**src/rtl/sr_ff_monitor.sv**
```systemverilog
// Reference monitor for an SR flip-flop: tracks the expected q, compares the
// flop's q/q_bar every clock and keeps saturating pass/fail statistics.
module sr_ff_monitor #(
   parameter int unsigned CNT_W = 8,
   parameter int unsigned CYC_W = 16
) (
   input  logic             clk,
   input  logic             rst,
   input  logic             s,
   input  logic             r,
   input  logic             q,
   input  logic             q_bar,
   output logic             exp_valid,
   output logic             exp_q,
   output logic             err,
   output logic             err_sticky,
   output logic [CNT_W-1:0] chk_cnt,
   output logic [CNT_W-1:0] err_cnt,
   output logic [CNT_W-1:0] forbid_cnt,
   output logic [CYC_W-1:0] first_err_cyc,
   output logic [CYC_W-1:0] cyc
);

   localparam logic [CNT_W-1:0] CNT_MAX = '1;

   typedef enum logic {
      UNK   = 1'b0,
      VALID = 1'b1
   } state_t;

   state_t state;
   state_t state_nxt;
   logic   exp_q_nxt;
   logic   mismatch;
   logic   forbid;

   // Model update from s/r; comparison always uses the pre-edge expectation.
   always_comb begin
      state_nxt = state;
      exp_q_nxt = exp_q;
      mismatch  = 1'b0;
      forbid    = s & r;
      if (state == VALID) begin
         mismatch = (q !== exp_q) || (q_bar !== ~exp_q);
      end
      unique case ({s, r})
         2'b10: begin
            state_nxt = VALID;
            exp_q_nxt = 1'b1;
         end
         2'b01: begin
            state_nxt = VALID;
            exp_q_nxt = 1'b0;
         end
         2'b11: state_nxt = UNK;
         default: ;
      endcase
   end

   always_ff @(posedge clk) begin
      if (rst) begin
         state         <= UNK;
         exp_q         <= 1'b0;
         err           <= 1'b0;
         err_sticky    <= 1'b0;
         chk_cnt       <= '0;
         err_cnt       <= '0;
         forbid_cnt    <= '0;
         first_err_cyc <= '0;
         cyc           <= '0;
      end else begin
         state      <= state_nxt;
         exp_q      <= exp_q_nxt;
         err        <= mismatch;
         cyc        <= cyc + CYC_W'(1);
         if (state == VALID && chk_cnt != CNT_MAX) begin
            chk_cnt <= chk_cnt + CNT_W'(1);
         end
         if (mismatch) begin
            err_sticky <= 1'b1;
            if (err_cnt != CNT_MAX) begin
               err_cnt <= err_cnt + CNT_W'(1);
            end
            if (!err_sticky) begin
               first_err_cyc <= cyc;
            end
         end
         if (forbid && forbid_cnt != CNT_MAX) begin
            forbid_cnt <= forbid_cnt + CNT_W'(1);
         end
      end
   end

   assign exp_valid = (state == VALID);

endmodule

```
**config.mk**
```make
export PLATFORM = sky130hd
export DESIGN_NAME = sr_ff_monitor
export DESIGN_NICKNAME = d
export VERILOG_FILES = /design/src/rtl/sr_ff_monitor.sv
export SDC_FILE = /design/constraint.sdc
export NUM_CORES = 1
export LEC_CHECK = 0
export BUFFER_PORTS_ARGS = -buffer_cell sky130_fd_sc_hd__clkbuf_2
export CAP_MARGIN = 30
export CORE_MARGIN = 5
export CORE_UTILIZATION = 52
export CTS_CLUSTER_SIZE = 10
export DETAILED_ROUTE_END_ITERATION = 6
export HOLD_SLACK_MARGIN = 0.1
export PLACE_DENSITY_LB_ADDON = 0.12
export SYNTH_ARGS = -nofsm -noshare
export SYNTH_HDL_FRONTEND = slang
export SYNTH_SLANG_ARGS = --single-unit
```
**constraint.sdc**
```tcl
create_clock -name clk -period 1.68 [get_ports clk]
set_input_delay 0.084 -clock clk [delete_from_list [all_inputs] [get_ports clk]]
set_output_delay 0.084 -clock clk [all_outputs]
set_load 0.01 [all_outputs]
```
Word level (Yosys, flattened, before mapping) --
Index checks and enable logic that the tools add are counted.
Word-level totals: register bits 60, output and inout port bits 60, logic and storage cells 35
Operators by class: $add $sub $neg 4, eq/ne operators 8, multiplexer cells 3, bitwise operators 3, reductions and logical operators 8
Operators with widths (count):
- adder 8 x 1 -> 8 bit (second input constant) | 3
- != test 8 bit (second input constant) | 3
- adder 16 x 1 -> 16 bit (second input constant) | 1
- equality test 2 bit (second input constant) | 2
- one-hot mux 1 bit (2 select lines) | 2
- AND reduction 2 bit | 2
- nonzero test 2 bit | 2
- equality test 2 x 1 -> 1 bit (second input constant) | 1
- logical AND 1 bit | 2
- case inequality test 1 bit | 2
- inverter 1 bit | 2
- OR reduction 2 bit | 1
- AND 1 bit | 1
- logical OR 1 bit | 1
- 2-to-1 mux 1 bit | 1

Logic depth before layout (Yosys ltp) --
word-level depth 5, depth in mapped cells 6

Worst setup path before layout --
No wires, ideal clock.
path kind register -> register, from register chk_cnt[0], to register chk_cnt[6], setup time 0.128 ns, arrival 1.446 ns, data required time 1.552 ns, path slack 0.107 ns, cell stages (with the launch flop) 6, buffers on the path 0, clock period less this slack 1.573 ns, path through dfxtp_1 ha_1 nand4_1 or4_1 o21ai_0 nor2_1
On the way: word-level cells in the longest chain between the ends 2, elaborated cells between the ends (all ways) 3, those cells by class add/sub: 1; eq/ne: 1; reduce/logical: 1
Ends and longest elaborated chain:
- start: declaration | RTL line 17 | output logic [CNT_W-1:0] chk_cnt,
- start signal: assignment | RTL line 77 | chk_cnt <= chk_cnt + CNT_W'(1);
- parallel branches: the longest is 2 deep, another holds adder 8 x 1 -> 8 bit
Several ways; the timed one is not identified. A chain may end at the register's enable or synchronous reset.

Worst setup path after layout --
from register chk_cnt[1], to register chk_cnt[5]
Same word-level chain as after synthesis.

==> reports/metrics.yaml <==
status: "completed"
fmax_mhz: 631
peakVddDrop_mv: 0.818
rows: 25
grt_pass1_wl_um: 10400
yosysSeqAreaShare: 0.463
crit_arrival_ns: 1.84
clk_latency_ns: 0.33
cap_violations: 0
vias_per_cell: 5.30
yosysWarnings: 0
layout.nets: 400
h-tree-depth: 3
start_util: 0.542
min_period_ns: 1.58
die-height_um: 80.7
cp_max_fo: 5
antenna_found_initial: 0
hold_viol_final: 0
setup.worst_path.class: "flip-flop to flip-flop"
synth_edf_count: 0
synth_ff_type: "dfxtp_1"
worst_slack_ns: 0.0950
syn_area_um2: 2600
drt_wl_total_um: 6050
diodes: 0
drt-initial-drc-count: 99
slew_violations: 0
area_growth_pct: 27.8
powerDensity_nw_per_um2: 903
wl_per_cell_um: 13.2
die_w_um: 80.7
yosysTopAreaCell: "dfxtp_1"
yosys-top-cells-area: "dfxtp_1 46%, nor2_1 5.5%, a21oi_1 5.4%"
synth_fp_nets: 316
cts_tree: "done"
yosys-top-cells-count: "60 x dfxtp_1, 38 x nor2_1, 28 x a21oi_1, 28 x o21ai_0, 25 x nand2_1"
hold-worst-slack_ns: 0.110
gp_congestion: 0.833
clock-root-buffer: "clkbuf_8"
relSlewSlack: 0.689
syn-instance-count: 303
cts_buffer_depth: 2
dieArea_um2: 6510
vias: 2434
p_leak_nw: 1.36
first_pass_iters: 4
ys_seq_elements: 60
hpwlAfterDp_um: 4310
synth-async-reset-ratio: 0
min_path_type: "input port to flip-flop"
grt_pass1_vias: 2277
cts.hold.buffers_added: 0
core_area_um2: 4790
grt-ovfl-total: 0
synth_cell_types: 45
clock_sinks: 60
worst_pin_slew_ns: 0.464
final.setup.tns_ns: 0
dpl_worst_slack_ns: 0.0683
required_ns: 1.93
cts_buffers: 9
start_kind: "flip-flop"
layout-drive-gt1-share: 0.278
fin_crit_sh: 0.943
pin_count: 66
io_buffers: 65
finClkSkew_ns: 0.00824
yosysMostFrequentCell: "dfxtp_1"
setup_viol: 0
grt.total_usage: 0.205
end_kind: "flip-flop"
drtAntennaViolNets: 0
drc: 0
synth_top_area_share: 0.463
grt_max_degree: 20
syn-mean-instance-area_um2: 8.57
clk_pin_slew_worst_paths_ns: 0.06
-- stage by stage --
step	std cells	instance area, um2	util	total power [mW]
after floorplan	303	2600	-	1.63
after global placement	441	3090	0.645	1.72
after detailed placement	441	3090	0.645	1.72
after CTS	457	3290	0.687	3.03
after global routing	459	3320	0.693	3.14
final	459	3320	0.693	2.99
-- worst max-delay path: stages (launching register included) --
cell,delay [ns]
dfxtp_1,0.38
ha_1,0.23
nand4_1,0.21
buf_4,0.21
buf_4,0.13
o211a_1,0.21
nor3_1,0.15
-- timing repair --
action	in CTS	in global routing
resized for setup	0	3
setup endpoints to repair	0	15
buffers inserted	0	2
-- sequential cells by signal, summed over array words and instances (netlist names) --
signal         flops
cyc               16
first_err_cyc     16
chk_cnt            8
err_cnt            8
forbid_cnt         8
err                1
err_sticky         1
exp_q              1
exp_valid          1
-- worst paths after layout --
kind | start | to | slack (ns) | cells past startpoint
setup / recovery | chk_cnt[1] | chk_cnt[5] | 0.1 | 6
hold / removal | r | exp_q | 0.11 | 3
setup reg to reg | chk_cnt[1] | chk_cnt[5] | 0.1 | 6
hold reg to reg | first_err_cyc[2] | first_err_cyc[2] | 0.47 | 2
-- kinds of logic (layout without fill, tap and decap cells) --
logic type | Yosys count | in the layout | share of synthesized area
multiplexers | 5 | 5 | 0.0193
buffers and inverters | 25 | 114 | 0.0395
XOR/XNOR | 13 | 13 | 0.0439
AND/OR/NAND/NOR | 120 | 120 | 0.238
AO/OA/AOI/OAI | 73 | 73 | 0.163
adder cells (fa/ha/maj) | 7 | 7 | 0.0337
flip-flops | 60 | 60 | 0.463
-- layer usage --
| metal | share of wire | wire length, um | GRT usage |
|---|---|---|---|
| met1 | 0.47 | 2860 | 0.256 |
| met3 | 0.055 | 330 | 0.0549 |
| met5 | 0 | 0 | 0 |
| met4 | 0.017 | 100 | 0.105 |
| met2 | 0.46 | 2760 | 0.325 |
-- power breakdown --
part | internal (mW) | total (mW) | switching [mW]
logic | 0.0834 | 0.219 | 0.136
clock network | 0.761 | 1.30 | 0.537
registers | 1.45 | 1.48 | 0.0262
-- cell usage in the layout, fill, tap and decap left out, types with 2 or more instances in the layout --
master,synthesis,routed
nand2_1,25,25
xnor2_1,8,8
o21ai_0,28,27
ha_1,7,7
nor4_1,7,6
a211oi_1,2,2
nor2_1,38,38
clkbuf_8,0,11
nor3_1,12,12
or3_1,4,4
nor4_2,1,2
xor2_1,5,5
inv_1,12,12
mux2i_1,5,5
clkbuf_2,2,65
clkinv_2,0,2
a311oi_1,2,2
o211ai_1,2,2
a21oi_1,28,28
buf_4,1,20
and4_1,3,3
nand4_1,4,4
dfxtp_1,60,60
nand3_1,16,16
o21a_1,2,2
o211a_1,2,2
-- cell type report --
class | instances | area [um2]
fill | 410 | 1470
multi-input combinational | 218 | 1310
sequential | 60 | 1200
timing repair buffer | 85 | 475
clock buffer | 12 | 155
tap | 67 | 83.8
inverter | 13 | 48.8
clock inverter | 4 | 47.5
No activity file was read; power rests on OpenSTA's default activity.
